<file path="src/rtl/hw_pkg.sv">
// Shared constants for the Hack Computer I/O front-end:
// keyboard codes and the default debounce count.
package hw_pkg;

  localparam int DEBOUNCE_DEFAULT = 500000;

  localparam logic [15:0] KEY_NEWLINE = 16'd128;
  localparam logic [15:0] KEY_LEFT    = 16'd130;
  localparam logic [15:0] KEY_RIGHT   = 16'd132;

  // Button index to Hack key code; unmapped buttons give 0.
  function automatic logic [15:0] key_code(input int idx);
    logic [15:0] code;
    case (idx)
      0:       code = KEY_LEFT;
      1:       code = KEY_RIGHT;
      2:       code = KEY_NEWLINE;
      default: code = 16'd0;
    endcase
    return code;
  endfunction

endpackage

</file>
<file path="src/rtl/debounce_cell.sv">
// Single-bit 2-flop synchroniser followed by a
// stable-count debouncer.
module debounce_cell
  import hw_pkg::*;
#(
  parameter int DEBOUNCE_CYCLES = DEBOUNCE_DEFAULT
) (
  input  logic clk,
  input  logic reset,
  input  logic raw_i,
  output logic level_o
);

  localparam int CW = $clog2(DEBOUNCE_CYCLES) + 1;
  localparam logic [CW-1:0] CMAX = CW'(DEBOUNCE_CYCLES - 1);

  logic          s1_q;
  logic          s2_q;
  logic          stable_q;
  logic          stable_d;
  logic [CW-1:0] cnt_q;
  logic [CW-1:0] cnt_d;

  // Count consecutive mismatches; accept the new level at the limit.
  always_comb begin
    stable_d = stable_q;
    cnt_d    = '0;
    if (s2_q != stable_q) begin
      if (cnt_q == CMAX) begin
        stable_d = s2_q;
      end else begin
        cnt_d = cnt_q + 1'b1;
      end
    end
  end

  // Synchroniser, stable level and counter registers.
  always_ff @(posedge clk) begin
    if (!reset) begin
      s1_q     <= 1'b0;
      s2_q     <= 1'b0;
      stable_q <= 1'b0;
      cnt_q    <= '0;
    end else begin
      s1_q     <= raw_i;
      s2_q     <= s1_q;
      stable_q <= stable_d;
      cnt_q    <= cnt_d;
    end
  end

  assign level_o = stable_q;

endmodule

</file>
<file path="src/rtl/key_input_unit.sv">
// Conditions DE0 buttons and switches: debounce, press
// pulses and the Hack keyboard word.
module key_input_unit
  import hw_pkg::*;
#(
  parameter int DEBOUNCE_CYCLES = DEBOUNCE_DEFAULT,
  parameter int N_BTN           = 3,
  parameter int N_SW            = 10,
  parameter bit BTN_ACTIVE_LOW  = 1'b1
) (
  input  logic             clk,
  input  logic             reset,
  input  logic [N_BTN-1:0] btn,
  input  logic [N_SW-1:0]  sw,
  output logic [N_BTN-1:0] btn_level,
  output logic [N_BTN-1:0] btn_press,
  output logic [N_SW-1:0]  sw_level,
  output logic [15:0]      kbd_data
);

  logic [N_BTN-1:0] btn_raw;
  logic [N_BTN-1:0] prev_q;
  logic [N_BTN-1:0] prev_d;

  assign btn_raw = BTN_ACTIVE_LOW ? ~btn : btn;

  for (genvar b = 0; b < N_BTN; b++) begin : g_btn
    debounce_cell #(
      .DEBOUNCE_CYCLES(DEBOUNCE_CYCLES)
    ) u_cell (
      .clk    (clk),
      .reset  (reset),
      .raw_i  (btn_raw[b]),
      .level_o(btn_level[b])
    );
  end

  for (genvar s = 0; s < N_SW; s++) begin : g_sw
    debounce_cell #(
      .DEBOUNCE_CYCLES(DEBOUNCE_CYCLES)
    ) u_cell (
      .clk    (clk),
      .reset  (reset),
      .raw_i  (sw[s]),
      .level_o(sw_level[s])
    );
  end

  assign prev_d    = btn_level;
  assign btn_press = btn_level & ~prev_q;

  // Previous debounced button level for rising-edge detection.
  always_ff @(posedge clk) begin
    if (!reset) begin
      prev_q <= '0;
    end else begin
      prev_q <= prev_d;
    end
  end

  // Priority encode held buttons; lowest index wins.
  always_comb begin
    kbd_data = 16'd0;
    for (int i = N_BTN - 1; i >= 0; i--) begin
      if (btn_level[i]) begin
        kbd_data = key_code(i);
      end
    end
  end

endmodule

</file>
<file path="config.mk">
export PLATFORM = sky130hd
export DESIGN_NAME = key_input_unit
export DESIGN_NICKNAME = d
export VERILOG_FILES = /design/src/rtl/hw_pkg.sv /design/src/rtl/debounce_cell.sv /design/src/rtl/key_input_unit.sv
export SDC_FILE = /design/constraint.sdc
export NUM_CORES = 1
export LEC_CHECK = 0
export ABC_AREA = 1
export CORE_MARGIN = 3
export CORE_UTILIZATION = 53
export CTS_CLUSTER_DIAMETER = 100
export DETAILED_ROUTE_END_ITERATION = 8
export GPL_ROUTABILITY_DRIVEN = 0
export GPL_TIMING_DRIVEN = 0
export PLACE_DENSITY = 0.7
export SYNTH_ARGS = -nofsm -noshare
export SYNTH_HDL_FRONTEND = slang
export SYNTH_SLANG_ARGS = --single-unit
export TNS_END_PERCENT = 30
</file>
<file path="constraint.sdc">
create_clock -name clk -period 1.6 [get_ports clk]
set_input_delay 0.32 -clock clk [delete_from_list [all_inputs] [get_ports clk]]
set_output_delay 0.32 -clock clk [all_outputs]
set_load 0.05 [all_outputs]
</file>
==> results.yml, run 1 <==
outcome:
  outcome: "completed"
finish:
  drive_above_1_share: 0.105
  syn_to_final_growth_pct: 15.8
  multiInputGateArea_um2: 8180
  layout.area.seq_um2: 6080
  utilization: 0.626
  nets: 2431
  final_cells: 2803
  fillers: 2620
  antennaDiodeCount: 0
sta:
  holdWs_ns: 0.294
  max-slew-margin-rel: 0.531
  fmax_mhz: 637
  finalHoldViolations: 0
  worstMarginPinSlew_ns: 0.703
  finClkSkew_ns: 0.0123
  final.setup.tns_ns: 0
  setup_viol: 0
  rsz0062_at_grt: "true"
  slew_violations: 0
  period_needed_ns: 1.57
  fin_crit_sh: 0.981
grt:
  met2_usage: 0.368
  grt_max_degree: 15
  gr-max-usage-layer: "met2"
  grt_overflow_total: 0
  antenna_found_initial: 0
  grt_usage: 0.215
  gr-usage-met1: 0.285
  grt_pass1_vias: 12900
  grt_use_met3: 0.0267
  grt_pass1_wl_mm: 57.5
drt:
  wire_per_inst_um: 12.1
  avgViaCountPerCell: 5.01
  wl_mm: 33.8
  drc: 0
  drt_pre_antenna_iters: 6
  drtIter0Drc: 902
  antenna_left: 0
  vias: 14000
clock_network:
  htreeDepth: 1
  cts.sinks: 302
  clockBufferDepth: 3
  insertion_delay_ns: 0.56
  numCtsBuffers: 31
  root_buffer: "clkbuf_16"
  path_clk_slew_ns: 0.06
  cts_tree: "built"
yosys:
  avgSynthCellArea_um2: 6.58
  synthCells: 2303
  ys_seq_elements: 302
  async_flop_share: 0
  netlist_area_um2: 15200
  ys_types: 30
  ys_warn_count: 0
  synth_edf_count: 0
  ys_seq_area_frac: 0.399
  synthFlopType: "dfxtp_1"
placement:
  hpwl_mm: 24.0
  dp_cells: 2726
  io_buffers: 33
floorplan:
  rows: 61
  die_area_um2: 30700
  die_h_um: 175
  pin_count: 47
  die_x_um: 175
  core_um2: 28000
  initial_utilization: 0.541
critical_path:
  max_stage_delay_ns: 0.37
  critPathLaunchType: "flop"
  cpMostUsedCell: "buf_4"
  crit_fanout: 3
  path_cells: "buf_4 -> buf_4"
  crit_buf_inv: 2
  reg2reg_slack_ns: 0.07
  critPathTopFamily: "flip-flops"
  crit_arrival_ns: 1.25
  crit_path_end_kind: "output pin"
  slowest_stage: "dfxtp_1"
  cp.required_ns: 1.28
  criticalPathCategory: "reg -> out"
pwr:
  p_per_area_nw_per_um2: 874
  peakVddDrop_v: 0.000843
  p_total_mw: 15.3
  power.leakage_nw: 5.80
hold_path:
  holdCritPathClass: "in -> reg"
run:
  maxCapViolCount: 0
-- kinds of logic (layout without fill, tap and decap cells) --
logic type	Yosys count	in the layout	synth area share
AOI/OAI and AO/OA	152	153	0.0572
xor gates and xnor gates	112	112	0.0647
adders and majority gates	13	13	0.0107
buffers and inverters	291	400	0.0825
DFF	302	302	0.399
other	1	13	0.000247
and+or+nand+nor	1432	1432	0.386
-- through the flow --
stage | instance area, um2 | setup slack [ns]
detailed placement | 16000 | -1.12
global route | 17500 | -0.0214
finish | 17500 | 0.0310
floorplan | 15200 | 0.122
CTS | 17200 | -0.0226
global placement | 16000 | -1.11
-- tightest hold or removal path: stages --
cell and delay, ns:
clkdlybuf4s50_1 0.40, nand2_1 0.06, inv_1 0.03
-- per-layer routing --
layer,vias up,share of wire
met5,-,0
met4,0,0.023
met3,55,0.042
met2,288,0.46
met1,6333,0.47
li1,7355,-
-- cell usage in the layout, fill, tap and decap left out, types with 6 or more instances in the layout --
cell type        synthesis  routed
nand2_1                605     603
nor2_1                 564     543
dfxtp_1                302     280
inv_1                  239     233
nand3_1                145     132
a21oi_1                100     100
xor2_1                  73      73
buf_4                   32      72
nand4_1                 54      54
xnor2_1                 39      39
o21ai_0                 32      31
clkbuf_16                0      31
nor3_1                  22      21
or2_2                   21      21
nor2_2                   4      19
dfxtp_2                  0      19
conb_1                   1      13
clkdlybuf4s50_1          0      13
nand3_2                  0      12
buf_6                    3      12
o21bai_1                12      12
nand3b_1                11      11
clkbuf_8                 0       8
nor2_4                   1       7
ha_4                     0       6
-- synthesized netlist by cell type (2+ instances only) --
master      n  share of area
o21bai_4    5         0.0062
buf_4      32          0.016
nand2_2     2        0.00083
nand4_1    54          0.022
nor2_2      4         0.0017
o21ai_0    32          0.011
or2_2      21         0.0087
nand3b_1   11         0.0054
a21oi_2     2         0.0012
xor2_1     73          0.042
xnor2_1    39          0.023
nand3_1   145          0.048
o21bai_1   12         0.0059
nand2_1   605           0.15
ha_1       13          0.011
nor2_1    564           0.14
dfxtp_1   302           0.40
buf_6       3         0.0022
a21oi_1   100          0.033
clkbuf_1    4        0.00099
buf_2      12         0.0040
inv_1     239          0.059
nor3_1     22         0.0073
-- sequential cells by signal, indices dropped and copies added, names as in the netlist --
signal / flops
g_sw.u_cell.s1_q: 10
g_btn.u_cell.s2_q: 3
prev_q: 3
g_sw.u_cell.level_o: 10
g_btn.u_cell.level_o: 3
g_sw.u_cell.s2_q: 10
g_sw.u_cell.cnt_q: 200
g_btn.u_cell.cnt_q: 60
g_btn.u_cell.s1_q: 3
-- final cells by class --
cell class | instances | share of cell area
Multi-Input combinational cell | 1723 | 0.466
Sequential cell | 302 | 0.347
Inverter | 240 | 0.0516
Clock buffer | 41 | 0.0509
Tap cell | 378 | 0.0270
Timing Repair Buffer | 54 | 0.0261
Buffer | 51 | 0.0227
Clock inverter | 14 | 0.00920
-- final timing paths --
| check | from | endpoint | depth (start not counted) |
|---|---|---|---|
| max | g_sw[7].u_cell.level_o$_SDFFE_PN0P_ | sw_level[7] | 2 |
| min | sw[0] | g_sw[0].u_cell.s1_q$_SDFF_PN0_ | 3 |
| max reg2reg | g_btn[2].u_cell.cnt_q[0]$_SDFF_PP0_ | g_btn[2].u_cell.cnt_q[14]$_SDFF_PP0_ | 6 |
| min reg2reg | g_sw[3].u_cell.s1_q$_SDFF_PN0_ | g_sw[3].u_cell.s2_q$_SDFF_PN0_ | 2 |
-- timing repair --
action / CTS / global route
hold buffers: 0 / 0
resized for setup: 169 / 70
gates cloned: 0 / 2
buffers inserted: 9 / 11
endpoints found under the setup margin: 220 / 243
pin swaps: 9 / 15
-- power breakdown --
| group | total (mW) | switching, mW | internal [mW] | leakage (nW) |
|---|---|---|---|---|
| Sequential | 7.58 | 0.0246 | 7.55 | 2.45 |
| Clock | 7.41 | 3.02 | 4.39 | 0.509 |
| Combinational | 0.347 | 0.221 | 0.126 | 2.84 |
| Total | 15.3 | 3.27 | 12.1 | 5.80 |
(Power assumes the default switching activity.)
==> run 2, diff against run 1 <==
--- a/config.mk
+++ b/config.mk
@@ -13,7 +13,9 @@
 export GPL_ROUTABILITY_DRIVEN = 0
 export GPL_TIMING_DRIVEN = 0
 export PLACE_DENSITY = 0.7
+export SETUP_SLACK_MARGIN = 0.2
+export SKIP_LAST_GASP = 1
 export SYNTH_ARGS = -nofsm -noshare
 export SYNTH_HDL_FRONTEND = slang
 export SYNTH_SLANG_ARGS = --single-unit
-export TNS_END_PERCENT = 30
+export TNS_END_PERCENT = 10
==> results.yml, run 2 (same netlist as run 1, synthesis figures left out) <==
finish:
  syn_to_final_growth_pct: 20.8
  reg.largest.list: "g_sw.u_cell.cnt_q x200, g_btn.u_cell.cnt_q x60"
  stdcell_area_um2: 18300
  layout_commonest_cell: "nand2_1"
  regMostFlops: "g_sw.u_cell.cnt_q"
  utilization: 0.653
  largest_register_ffs: 200
  antennaDiodeCount: 0
  nets: 2456
  drive_above_1_share: 0.137
  final_cell_mix: "nand2_1 (599), nor2_1 (523), dfxtp_1 (265)"
placement:
  post_dp_cell_area_um2: 16000
  hpwl_mm: 23.9
  place_ws_ns: -1.08
  io_buffers: 33
clock_network:
  numCtsBuffers: 35
  insertion_delay_ns: 0.51
  cts.sinks: 302
  path_clk_slew_ns: 0.06
  root_buffer: "clkbuf_16"
  cts_tree: "built"
  clockBufferDepth: 3
  htreeDepth: 2
  cts_hold_buf: 0
floorplan:
  core_um2: 28000
  pin_count: 47
  die_x_um: 175
  die_area_um2: 30700
  die_h_um: 175
  rows: 61
  initial_utilization: 0.541
drt:
  drc: 0
  drtIter0Drc: 819
  met1_length_mm: 15.8
  wl_mm: 34.4
  vias: 14100
  wire_per_inst_um: 12.1
  dr_wl_met3_mm: 1.75
  dr_wl_met2_mm: 16.1
  highest_layer: "met4"
  antenna_left: 0
  avgViaCountPerCell: 4.99
  drt_pre_antenna_iters: 8
grt:
  antenna_found_initial: 0
  grt_pass1_wl_mm: 58.1
  grt_usage: 0.219
  grt_max_degree: 14
  grt_overflow_total: 0
  grt_pass1_vias: 13200
sta:
  period_needed_ns: 1.53
  setup_viol: 0
  rsz0062_at_grt: "true"
  finClkSkew_ns: 0.0157
  finalHoldViolations: 0
  max-slew-margin-rel: 0.516
  fmax_mhz: 653
  slew_violations: 0
  fin_crit_sh: 0.957
  layout_setup_ws_ns: 0.0694
  holdWs_ns: 0.348
  worstMarginPinSlew_ns: 0.727
hold_path:
  holdCritPathClass: "in -> reg"
critical_path:
  criticalPathCategory: "reg -> out"
  crit_path_end_kind: "output pin"
  crit_fanout: 5
  cp.required_ns: 1.28
  critPathLaunchType: "flop"
  crit_arrival_ns: 1.21
pwr:
  p_per_area_nw_per_um2: 878
  power.leakage_nw: 6.06
  p_total_mw: 16.1
  peakVddDrop_v: 0.000850
outcome:
  outcome: "completed"
run:
  maxCapViolCount: 0
## run 2: cell count changes in the layout (fill, tap and decap cells not counted), moves of 6 or more
cell,before,now
nor2_4,7,14
nor2_1,543,523
nor2_2,19,32
buf_6,12,36
nand3_1,132,124
buf_8,0,15
dfxtp_1,280,265
clkbuf_16,31,37
buf_4,72,58
nand3_4,1,7
dfxtp_2,19,30
## run 2: layout make-up
class / count / area (um2)
Multi-Input combinational cell: 1722 / 8390
Buffer: 51 / 484
Clock buffer: 49 / 1030
Tap cell: 378 / 473
Sequential cell: 302 / 6110
Inverter: 240 / 913
Fill cell: 2494 / 9710
Clock inverter: 14 / 156
Timing Repair Buffer: 76 / 741
## run 2: through the flow
stage | cells | setup TNS [ns]
final | 2832 | 0
after global routing | 2832 | 0
after CTS | 2820 | 0
after detailed placement | 2726 | -128.27
after global placement | 2726 | -129.25
after floorplan | 2315 | 0
## run 2: power by group
group	internal, mW	switching (mW)	leakage [nW]
Clock	4.99	3.14	0.581
Combinational	0.135	0.224	3.02
Sequential	7.55	0.0266	2.46
## run 2: final timing paths
kind | from | end | slack, ns | depth (start not counted)
hold / removal | sw[0] | g_sw[0].u_cell.s1_q$_SDFF_PN0_ | 0.35 | 3
hold reg to reg | g_sw[0].u_cell.s1_q$_SDFF_PN0_ | g_sw[0].u_cell.s2_q$_SDFF_PN0_ | 0.41 | 2
setup / recovery | g_btn[1].u_cell.level_o$_SDFFE_PN0P_ | btn_press[1] | 0.07 | 3
setup reg to reg | g_sw[5].u_cell.cnt_q[0]$_SDFF_PP0_ | g_sw[5].u_cell.cnt_q[8]$_SDFF_PP0_ | 0.12 | 7
## run 2: metal layers
| layer | global-route usage | up-vias |
|---|---|---|
| met5 | 0 | - |
| met4 | 0.0662 | 0 |
| met3 | 0.0330 | 63 |
| met2 | 0.374 | 320 |
| met1 | 0.287 | 6318 |
| li1 | - | 7421 |
## run 2: worst max-delay path, cell delays in order (launching register included)
cell and delay (ns):
dfxtp_4 0.39, inv_6 0.06, nor2_4 0.11, buf_8 0.16
## run 2: timing repair
item / in CTS / in global routing
setup buffers: 31 / 8
endpoints found under the setup margin: 308 / 301
resized for setup: 221 / 143
pin swaps: 10 / 19
cloned: 0 / 4
==> run 3, diff against run 2 <==
--- a/config.mk
+++ b/config.mk
@@ -5,16 +5,16 @@
 export SDC_FILE = /design/constraint.sdc
 export NUM_CORES = 1
 export LEC_CHECK = 0
-export ABC_AREA = 1
 export CORE_MARGIN = 3
 export CORE_UTILIZATION = 53
 export CTS_CLUSTER_DIAMETER = 100
 export DETAILED_ROUTE_END_ITERATION = 8
 export GPL_ROUTABILITY_DRIVEN = 0
 export GPL_TIMING_DRIVEN = 0
-export PLACE_DENSITY = 0.7
+export PLACE_DENSITY = 0.71
 export SETUP_SLACK_MARGIN = 0.2
 export SKIP_LAST_GASP = 1
+export SLEW_MARGIN = 20
 export SYNTH_ARGS = -nofsm -noshare
 export SYNTH_HDL_FRONTEND = slang
 export SYNTH_SLANG_ARGS = --single-unit
==> results.yml, run 3 <==
clock_network:
  numCtsBuffers: 34
  clockBufferDepth: 3
  path_clk_slew_ns: 0.06
  cts_tree: "built"
  htreeDepth: 2
  cts.sinks: 302
  insertion_delay_ns: 0.51
  root_buffer: "clkbuf_16"
  cts_hold_buf: 0
yosys:
  synth-simple-area-share: 0.297
  synthCells: 1539
  ys_seq_elements: 302
  synth_mux_area_frac: 0
  ys_types: 46
  synth_top_family_by_area: "simple AND/OR/NAND/NOR gates"
  synth-compound-area-share: 0.0763
  synth.area.top_cells: "dfxtp_1 (45%), xnor2_1 (6.5%), nor2_1 (6.2%)"
  synthAdderAreaFrac: 0.0122
  synth_edf_count: 0
  avgSynthCellArea_um2: 8.69
  synthTopCellsByCount: "dfxtp_1 (302), nor2_1 (221), xnor2_1 (100), nand3_1 (89), nand2_1 (81)"
  ys_warn_count: 0
  netlist_area_um2: 13400
  yosysTopAreaCellShare: 0.452
  async_flop_share: 0
  yosysMostFrequentCell: "dfxtp_1"
  ys_seq_area_frac: 0.452
  synth_top_area_cell: "dfxtp_1"
  synth_xor_area_frac: 0.117
  synthFlopType: "dfxtp_1"
run:
  maxCapViolCount: 0
finish:
  nets: 1708
  drive_above_1_share: 0.185
  syn_to_final_growth_pct: 23.2
  layout_commonest_cell: "dfxtp_1"
  regMostFlops: "g_sw.u_cell.cnt_q"
  reg.largest.list: "g_sw.u_cell.cnt_q x200, g_btn.u_cell.cnt_q x60"
  utilization: 0.672
  final_cell_mix: "dfxtp_1 (252), nor2_1 (219), xnor2_1 (100)"
  largest_register_ffs: 200
placement:
  hpwl_mm: 17.5
  io_buffers: 33
  place_ws_ns: -0.843
outcome:
  outcome: "finished, violations left"
  failed_checks: "negative setup slack"
sta:
  rsz0062_at_grt: "true"
  final.setup.tns_ns: -70.13
  holdWs_ns: 0.333
  setup_viol: 240
  layout_setup_ws_ns: -0.424
  worstMarginPinSlew_ns: 0.733
  fmax_mhz: 494
  finalHoldViolations: 0
  max-slew-margin-rel: 0.512
  slew_violations: 0
  fin_crit_sh: 1.26
  period_needed_ns: 2.02
  finClkSkew_ns: 0.0203
critical_path:
  cp.required_ns: 1.99
  crit_fanout: 5
  critPathLaunchType: "flop"
  crit_path_end_kind: "flop"
  crit_arrival_ns: 2.41
  criticalPathCategory: "reg -> reg"
floorplan:
  die_area_um2: 27200
  die_h_um: 165
  initial_utilization: 0.545
  rows: 57
  pin_count: 47
  die_x_um: 165
  core_um2: 24500
grt:
  antenna_found_initial: 0
  grt_usage: 0.203
  grt_max_degree: 15
  grt_overflow_total: 0
  grt_pass1_wl_mm: 47.3
  gr-usage-met1: 0.264
  grt_use_met3: 0.0296
  grt_pass1_vias: 10400
  gr-max-usage-layer: "met2"
  met2_usage: 0.348
hold_path:
  holdCritPathClass: "in -> reg"
drt:
  vias: 11200
  avgViaCountPerCell: 5.50
  drc: 0
  wl_mm: 28.1
  wire_per_inst_um: 13.8
  drt_pre_antenna_iters: 7
  antenna_left: 0
  drtIter0Drc: 564
pwr:
  power.leakage_nw: 5.26
  p_per_area_nw_per_um2: 961
  peakVddDrop_v: 0.000982
[run 3: cell count changes after synthesis, sizes merged, moves of 24 or more]
cell	change
nand2	-526
nor2	-348
inv	-186
xnor2	+61
nand3	-56
or4	+53
or3	+46
and2	+33
nor4	+29
o31ai	+26
a21oi	-24
and4	+24
[run 3: routing by layer]
layer  wire [um]  share of wire  up-vias
met1       12900           0.46     5276
met3         924          0.033       46
met2       13700           0.49      154
met5           0              0        -
met4         515          0.018        0
li1            -              -     5681
[run 3: path summary, 6_finish.rpt]
check / startpoint / to / slack (ns) / depth (start not counted)
max: g_sw[3].u_cell.cnt_q[14]$_SDFF_PP0_ / g_sw[3].u_cell.cnt_q[13]$_SDFF_PP0_ / -0.42 / 5
min: btn[2] / g_btn[2].u_cell.s1_q$_SDFF_PN0_ / 0.33 / 2
max reg2reg: g_sw[3].u_cell.cnt_q[14]$_SDFF_PP0_ / g_sw[3].u_cell.cnt_q[13]$_SDFF_PP0_ / -0.42 / 5
min reg2reg: g_sw[1].u_cell.s1_q$_SDFF_PN0_ / g_sw[1].u_cell.s2_q$_SDFF_PN0_ / 0.43 / 1
[run 3: where the power goes]
part | internal [mW] | total (mW) | switching, mW
combinational | 0.141 | 0.339 | 0.199
sequential | 7.54 | 7.56 | 0.0235
clock | 4.96 | 7.94 | 2.97
[run 3: what timing repair did]
action                                  4_1_cts  5_1_grt
gates resized for setup                     217       62
gates cloned                                  9        3
pin swaps                                    28       11
endpoints found under the setup margin      309      288
hold endpoints to repair                      0        0
setup buffers                                37       11
[run 3: cell families (layout without fill, tap and decap cells)]
family | Yosys count | after routing
AND/OR/NAND/NOR | 744 | 744
flip-flops | 302 | 302
AO/OA/AOI/OAI | 176 | 176
XOR/XNOR | 178 | 178
buffers and inverters | 125 | 278
other | 1 | 14
adder cells (fa/ha/maj) | 13 | 13
[run 3: critical path, cell delays in order (launching register included)]
cell     delay (ns)
dfxtp_2        0.34
or4b_4         0.54
or4_4          0.58
o21ai_4        0.25
buf_6          0.16
a21oi_1        0.04
[run 3: cell type report]
type,count,area (um2)
Multi-Input combinational cell,1124,7180
Fill cell,1952,8050
Buffer,70,538
Antenna cell,1,2.50
Tap cell,324,405
Sequential cell,302,6140
Timing Repair Buffer,93,833
Inverter,55,206
Clock buffer,51,1040
Clock inverter,9,133
[run 3: stage by stage]
stage / std cells / power [mW] / instance area, um2
floorplan: 1551 / 7.95 / 13500
global placement: 1908 / 8.03 / 14200
detailed placement: 1908 / 8.04 / 14200
CTS: 2014 / 16.1 / 16200
global route: 2028 / 16.4 / 16500
finish: 2029 / 15.8 / 16500
==> variant: new RTL, settings of run 1 <==
Change the package constant `DEBOUNCE_DEFAULT` from 500000 to 1000000.
--- a/src/rtl/hw_pkg.sv
+++ b/src/rtl/hw_pkg.sv
@@ -4,3 +4,3 @@
 
-  localparam int DEBOUNCE_DEFAULT = 500000;
+  localparam int DEBOUNCE_DEFAULT = 1000000;
 
Function: same outputs for any inputs over 10 cycles, from zero or initial values and one cycle with reset low; that may be too few to reach the edited logic, so the function may still have changed.
==> variant against run 1 <==
Sequential share of layout area up 0.36 points. Setup slack better by 0.012 ns. Area after synthesis up 4.8%. Non-clock buffer count down 7. Maximum frequency up 0.75%. Sequential cell count up 13. Wire length down 2.4%. Synthesized cell count up 4.0%. Power up 3.2%. Final area up 3.1%. Critical path depth unchanged. Die area up 4.6%.
==> variant: results (changes against run 1) <==
status=complete, no violations; pre-CTS WS=-0.566 ns (+0.555 ns); fillcell total=2705 (+3.2%); main area contributors after synthesis=dfxtp_1, nand2_1, nor2_1, inv_1, a21oi_1; Non-CTS buffers=98 (-6.7%); Pre-antenna DRT Iters=5 (-1); Reg-to-Reg End=g_sw[0].u_cell.cnt_q[11]; peak supply drop=0.566 mV (-33%); clock buffers=50 (+22%); Clock buffers and inverters, area share=0.0601 (about the same); dpl cells=2823 (+3.6%); comb_multi_in=1786 (+3.7%); CP max stage cell=dfxtp_4; register area share after synthesis=0.397 (-0.00181); area of the multi-input gates=0.00845 mm2 (+3.4%); Layout Utilization=0.622 (-0.00471); FFs w/ async S/R, synth=0 (unchanged); via count=14263 (+1.7%); CTS Buf Count=36 (+16%); sequential cell area=0.00633 mm2 (+4.1%); Worst R2R Start=g_sw[0].u_cell.cnt_q[1]; r2r setup slk=0.11 ns (+0.04 ns); Compound-Gate Fraction of Synth Area=0.0535 (-0.00371); WL final=33000 um (-2.4%); Clock Skew=0.0143 ns (+0.00204 ns); Inverters=248 (+3.3%); CP endpoint=btn_level[1]; relative slew slack=0.555 (+0.0240); Sink Count=315 (+4.3%); Cell variety after synth=33 (+10%); WHS Endpoint=g_sw[3].u_cell.s1_q; Reg2Reg Depth=7 (+1); initial antenna violation count=0 (unchanged); worst skew pair latency=0.51 ns (-0.05 ns); DRT iter0 DRCs=731 (-19%); CP max FO=6 (+3); Synth Area in Adders=0.0102 (-0.000490); WHS=0.350 ns (+0.0561 ns); share of cells above drive strength 1=0.101 (-0.00428); Cell Area, Synth=0.0159 mm2 (+4.8%); Tmin final=1.56 ns (-0.0118 ns); Critical Path Source=g_btn[1].u_cell.level_o; first-pass GRT wire length=57400 um (-0.12%); Mapped Avg Cell Area=6.63 um2 (+0.80%); final net count=2513 (+3.4%); H-tree Lvls=2 (+1); largest net degree at the start of global routing=14 (-1); GRT Total Usage=0.208 (-0.00703); Leak=5.81 nW (+0.18%); dpl hpwl=23800 um (-0.71%); top post-synthesis cells by count=nand2_1, nor2_1, dfxtp_1; Largest regs=g_sw.u_cell.cnt_q (210), g_btn.u_cell.cnt_q (63); area post-placement=0.0167 mm2 (+4.6%); DR WL/cell=11.4 um (-5.5%)
variant: cell count changes in the layout (fill, tap and decap cells not counted), moves of 13 or more:
cell,before,now
dfxtp_1,280,300
xnor2_1,39,59
buf_4,72,59
or2_0,1,18
xor2_1,73,56
nand4_1,54,28
a21oi_1,100,128
nand3_1,132,116
nand2_1,603,658
variant: timing repair:
item / in CTS / in global routing
resized for setup: 127 / 56
gates cloned: 0 / 0
setup buffers: 0 / 8
endpoints found under the setup margin: 196 / 264
pin swaps: 3 / 6
variant: report_power, final:
part           internal (mW)  switching (mW)
combinational          0.116           0.212
sequential              7.88          0.0270
clock                   4.46            3.13
variant: metal layers:
metal	wire, um	global-route usage	vias to the layer above
met3	1310	0.0294	56
met5	0	0	-
li1	-	-	7548
met2	15400	0.366	217
met1	15700	0.268	6442
met4	573	0.0512	0
variant: worst min-delay path, cell delays in order:
cell	delay (ns)
clkdlybuf4s50_1	0.39
nand2_1	0.06
inv_1	0.03
